`src/rtl/alu_pkg.sv`:
```
// rtl/alu_pkg.sv - shared ALU operation codes, ALUOp encodings and issue entry type
package alu_pkg;
    typedef logic [3:0] alu_op_t;

    localparam alu_op_t ALU_AND     = 4'b0000;
    localparam alu_op_t ALU_OR      = 4'b0001;
    localparam alu_op_t ALU_ADD     = 4'b0010;
    localparam alu_op_t ALU_SUB     = 4'b0110;
    localparam alu_op_t ALU_EQ      = 4'b1000;
    localparam alu_op_t ALU_ILLEGAL = 4'b1111;

    localparam logic [1:0] ALUOP_MEM = 2'b00;
    localparam logic [1:0] ALUOP_BR  = 2'b01;
    localparam logic [1:0] ALUOP_R   = 2'b10;
    localparam logic [1:0] ALUOP_I   = 2'b11;

    typedef struct packed {
        logic [31:0] SrcA;
        logic [31:0] SrcB;
        alu_op_t     Operation;
        logic        illegal;
    } issue_entry_t;

    typedef enum logic [1:0] {
        ST_EMPTY = 2'd0,
        ST_ONE   = 2'd1,
        ST_TWO   = 2'd2
    } skid_state_t;
endpackage

```
`src/rtl/alu_op_decode.sv`:
```
// rtl/alu_op_decode.sv - combinational {ALUOp, Funct3, Funct7} to ALU Operation decode
module alu_op_decode
    import alu_pkg::*;
(
    input  logic [1:0] ALUOp,
    input  logic [2:0] Funct3,
    input  logic [6:0] Funct7,
    output alu_op_t    Operation,
    output logic       illegal
);
    always_comb begin
        Operation = ALU_ILLEGAL;
        case (ALUOp)
            ALUOP_MEM: Operation = ALU_ADD;
            ALUOP_BR: begin
                if (Funct3 == 3'b000) Operation = ALU_EQ;
            end
            ALUOP_R: begin
                if (Funct3 == 3'b000 && Funct7 == 7'b0000000)      Operation = ALU_ADD;
                else if (Funct3 == 3'b000 && Funct7 == 7'b0100000) Operation = ALU_SUB;
                else if (Funct3 == 3'b111 && Funct7 == 7'b0000000) Operation = ALU_AND;
                else if (Funct3 == 3'b110 && Funct7 == 7'b0000000) Operation = ALU_OR;
            end
            default: begin
                // I-type arithmetic: Funct7 carries immediate bits, so it is not examined
                case (Funct3)
                    3'b000:  Operation = ALU_ADD;
                    3'b111:  Operation = ALU_AND;
                    3'b110:  Operation = ALU_OR;
                    default: Operation = ALU_ILLEGAL;
                endcase
            end
        endcase
    end

    assign illegal = (Operation == ALU_ILLEGAL);
endmodule

```
`src/rtl/alu_issue_stage.sv`:
```
// rtl/alu_issue_stage.sv - registered ALU issue stage with 2-entry skid buffer
module alu_issue_stage
    import alu_pkg::*;
#(
    parameter int DATA_WIDTH    = 32,
    parameter int OPCODE_LENGTH = 4
) (
    input  logic                     clk,
    input  logic                     reset,
    input  logic                     flush,
    input  logic                     in_valid,
    output logic                     in_ready,
    input  logic [1:0]               ALUOp,
    input  logic [2:0]               Funct3,
    input  logic [6:0]               Funct7,
    input  logic [DATA_WIDTH-1:0]    in_SrcA,
    input  logic [DATA_WIDTH-1:0]    in_SrcB,
    output logic                     out_valid,
    input  logic                     out_ready,
    output logic [DATA_WIDTH-1:0]    SrcA,
    output logic [DATA_WIDTH-1:0]    SrcB,
    output logic [OPCODE_LENGTH-1:0] Operation,
    output logic                     illegal_op
);
    skid_state_t state, state_next;

    alu_op_t dec_op;
    logic    dec_illegal;

    logic [DATA_WIDTH-1:0]    m_a, m_b, s_a, s_b;
    logic [OPCODE_LENGTH-1:0] m_op, s_op;
    logic                     m_ill, s_ill;

    logic accept, issue, load_m, load_s, move_s;

    alu_op_decode u_decode (
        .ALUOp     (ALUOp),
        .Funct3    (Funct3),
        .Funct7    (Funct7),
        .Operation (dec_op),
        .illegal   (dec_illegal)
    );

    assign accept = in_valid && in_ready;
    assign issue  = out_valid && out_ready;

    always_ff @(posedge clk or posedge reset) begin
        if (reset) state <= ST_EMPTY;
        else       state <= state_next;
    end

    always_comb begin
        state_next = state;
        case (state)
            ST_EMPTY: if (accept) state_next = ST_ONE;
            ST_ONE: begin
                if (accept && !issue)      state_next = ST_TWO;
                else if (!accept && issue) state_next = ST_EMPTY;
            end
            ST_TWO:   if (issue) state_next = ST_ONE;
            default:  state_next = ST_EMPTY;
        endcase
        // Flush wins over any concurrent accept; a concurrent issue has already left
        if (flush) state_next = ST_EMPTY;
    end

    always_comb begin
        in_ready  = (state != ST_TWO);
        out_valid = (state != ST_EMPTY);
        load_m    = accept && ((state == ST_EMPTY) || issue);
        load_s    = accept && (state == ST_ONE) && !issue;
        move_s    = issue && (state == ST_TWO);
    end

    // Data registers hold their contents across flush; only the valid state is cleared
    always_ff @(posedge clk or posedge reset) begin
        if (reset) begin
            m_a   <= '0;
            m_b   <= '0;
            m_op  <= '0;
            m_ill <= 1'b0;
            s_a   <= '0;
            s_b   <= '0;
            s_op  <= '0;
            s_ill <= 1'b0;
        end else begin
            if (load_m) begin
                m_a   <= in_SrcA;
                m_b   <= in_SrcB;
                m_op  <= dec_op;
                m_ill <= dec_illegal;
            end else if (move_s) begin
                m_a   <= s_a;
                m_b   <= s_b;
                m_op  <= s_op;
                m_ill <= s_ill;
            end
            if (load_s) begin
                s_a   <= in_SrcA;
                s_b   <= in_SrcB;
                s_op  <= dec_op;
                s_ill <= dec_illegal;
            end
        end
    end

    assign SrcA       = m_a;
    assign SrcB       = m_b;
    assign Operation  = m_op;
    assign illegal_op = m_ill;
endmodule

```
`config.mk`:
```
export PLATFORM = sky130hd
export DESIGN_NAME = alu_issue_stage
export DESIGN_NICKNAME = d
export VERILOG_FILES = /design/src/rtl/alu_pkg.sv /design/src/rtl/alu_op_decode.sv /design/src/rtl/alu_issue_stage.sv
export SDC_FILE = /design/constraint.sdc
export NUM_CORES = 1
export LEC_CHECK = 0
export BUFFER_PORTS_ARGS = -buffer_cell sky130_fd_sc_hd__buf_2
export CORE_MARGIN = 3
export CORE_UTILIZATION = 30
export DETAILED_ROUTE_END_ITERATION = 8
export PLACE_DENSITY = 0.47
export SLEW_MARGIN = 10
export SYNTH_ARGS = -nofsm -noshare
export SYNTH_HDL_FRONTEND = slang
export SYNTH_SLANG_ARGS = --single-unit
```
`constraint.sdc`:
```
create_clock -name clk -period 5.1 [get_ports clk]
set_input_delay 0 -clock clk [delete_from_list [all_inputs] [get_ports clk]]
set_output_delay 0 -clock clk [all_outputs]
set_load 0.03 [all_outputs]
```
==> impl_metrics.tcl <==
set metrics [dict create \
    outcome "completed" \
    period_needed_ns 2.63 \
    cts-hold-fix-buffers 69 \
    row_count 50 \
    grt_usage 0.143 \
    drt_wl_total_mm 14.8 \
    cts.sinks 140 \
    synth_edf_count 0 \
    route.met2.wl_mm 7.07 \
    netlist_instances 492 \
    routed.top_layer "met4" \
    path_max_fanout 69 \
    drtAntennaViolNets 0 \
    clk_pin_slew_ns 0.06 \
    die_x_um 145 \
    syn_avg_cell_area_um2 11.8 \
    grt_max_degree 80 \
    end_kind "flop" \
    cts_buffers 17 \
    vias_per_cell 4.61 \
    setup_viol 0 \
    fin_crit_sh 0.516 \
    worst_slack_ns 2.47 \
    crit_type "reg -> reg" \
    area_growth_pct 38.3 \
    rsz0062_at_grt "false" \
    critPathLaunchType "flop" \
    arrival_ns 2.89 \
    worst_ir_drop_vdd_mv 0.200 \
    postSynth.asyncResetShare 1.00 \
    routedWlPerCell_um 15.1 \
    relSlewSlack 0.450 \
    cts_tree "built" \
    yosysMostFrequentCell "dfrtp_1" \
    place_congestion 0.725 \
    synth.cell_area_um2 5830 \
    fin_skew_ns 0.00553 \
    drc_errors 0 \
    ctsLongestPathBuffers 2 \
    power.density_nw_per_um2 422 \
    port_buffers 151 \
    synth.distinct_cells 32 \
    num_antenna_cells 0 \
    wl_met1_mm 6.72 \
    gr-total-overflow 0 \
    register_area_um2 3500 \
    synth_top_area_frac 0.601 \
    core-area_um2 18900 \
    dr.first_iter.drc_count 196 \
    dr.pass1.iters 4 \
    die_area_um2 21100 \
    vias 4505 \
    post_cts_buffers 0 \
    leakagePower_nw 3.74 \
    tns_ns 0 \
    dp_hpwl_mm 9.20 \
    initial_core_util 0.308 \
    synth_top_flop_cell "dfrtp_1" \
    layout-drive-gt1-share 0.359 \
    max_freq_mhz 380 \
    clk_latency_ns 0.42 \
    pre_cts_ws_ns 2.33 \
    hold_path_class "in -> reg" \
    ys_seq_elements 140 \
    wl_met3_um 756 \
    maxSlewViolCount 0 \
    ys_warn_count 0 \
    die_h_um 145 \
    crit_required_ns 5.36 \
    num-fill-cells 1851 \
    num_io_pins 152 \
    multi_input_area_um2 1890 \
    cts_root_buf "clkbuf_16" \
    tightestPinTransition_ns 0.826 \
    grt_pass1_vias 4731 \
    cts_resized 0 \
    maxCapViolCount 0 \
    htreeDepth 4 \
    synth_area_leader_cell "dfrtp_1" \
    synth_common_cells "dfrtp_1 (140), inv_1 (71), a22oi_1 (65), mux2_2 (64), o21ai_1 (39)" \
    yosysSeqAreaShare 0.601 \
    ys_top_cells_by_area "dfrtp_1 (60%), mux2_2 (12%), a22oi_1 (8.4%), inv_1 (4.6%), o21ai_1 (3.3%)" \
    antenna_found_initial 0 \
    finalHoldViolations 0 \
    fin_nets 786 \
    synth_nets 573 \
    grt_pass1_wl_mm 24.4 \
]
[power by group]
group	internal, mW	switching, mW	leakage [nW]
Combinational	0.300	0.418	1.76
Sequential	1.36	0.129	1.69
Clock	0.740	0.460	0.281
Total	2.40	1.01	3.74
[worst max-delay path, cell delays in order, from the launching register on]
cell      delay (ns)
dfrtp_1         0.44
nor2_1          0.22
o21a_2          0.17
buf_4           0.62
or2_4           0.81
o221ai_1        0.20
[metrics by stage]
step | cells | power (mW) | hold slack [ns] | cell area (um^2) | util
floorplan | 492 | 1.97 | 0.0658 | 5830 | -
global placement | 876 | 2.17 | 0.171 | 6770 | 0.359
detailed placement | 876 | 2.19 | 0.179 | 6770 | 0.359
CTS | 977 | 3.45 | 0.00666 | 8040 | 0.426
global route | 978 | 3.59 | 0.0372 | 8060 | 0.427
finish | 978 | 3.40 | 0.0367 | 8060 | 0.427
[cell type report]
type / instances / area share
clock inverters: 12 / 0.0151
multi-input cells: 250 / 0.234
inverters: 71 / 0.0337
flip-flops and latches: 140 / 0.435
repair buffers: 225 / 0.186
well taps: 260 / 0.0403
clock buffers: 20 / 0.0566
[placed cells by master, fill, tap and decap left out, drive strengths merged, types with 7 or more instances in the layout]
| cell type | synthesis | routed |
|---|---|---|
| dfrtp | 140 | 140 |
| a21oi | 8 | 8 |
| nor2 | 10 | 10 |
| clkinv | 0 | 7 |
| mux2 | 64 | 64 |
| o21ai | 67 | 67 |
| buf | 19 | 156 |
| a22oi | 65 | 65 |
| dlygate4sd3 | 0 | 69 |
| clkbuf | 12 | 20 |
| inv | 71 | 71 |
[path summary, 6_finish.rpt]
check	startpoint	endpoint	slack, ns	cells after the start
max in group asynchronous	reset	s_a[11]	3.59	4
worst min-delay path	ALUOp[0]	s_ill	0.04	5
worst min register to register	s_a[28]	SrcA[28]	0.50	2
min in group asynchronous	reset	SrcB[23]	0.25	3
worst max-delay path	state[1]	Operation[3]	2.47	5
worst max register to register	state[1]	Operation[3]	2.47	5
[state kept, by name (all words and copies together), names as in the netlist]
signal	flops
s_op	4
Operation	4
s_b	32
SrcB	32
illegal_op	1
SrcA	32
s_ill	1
state	2
s_a	32
[kinds of logic (layout without fill, tap and decap cells)]
logic type / count (synthesis) / count (layout) / share of synthesized area
multiplexers: 65 / 65 / 0.125
AND/OR/NAND/NOR: 27 / 27 / 0.0256
flip-flops: 140 / 140 / 0.601
buffers and inverters: 102 / 328 / 0.0762
AO/OA/AOI/OAI: 158 / 158 / 0.172
[per-layer routing]
metal,global-route usage,vias up
met4,0.0522,0
met2,0.229,116
li1,-,2145
met3,0.0461,19
met1,0.182,2225
met5,0,-
No activity file was read; power rests on OpenSTA's default activity.
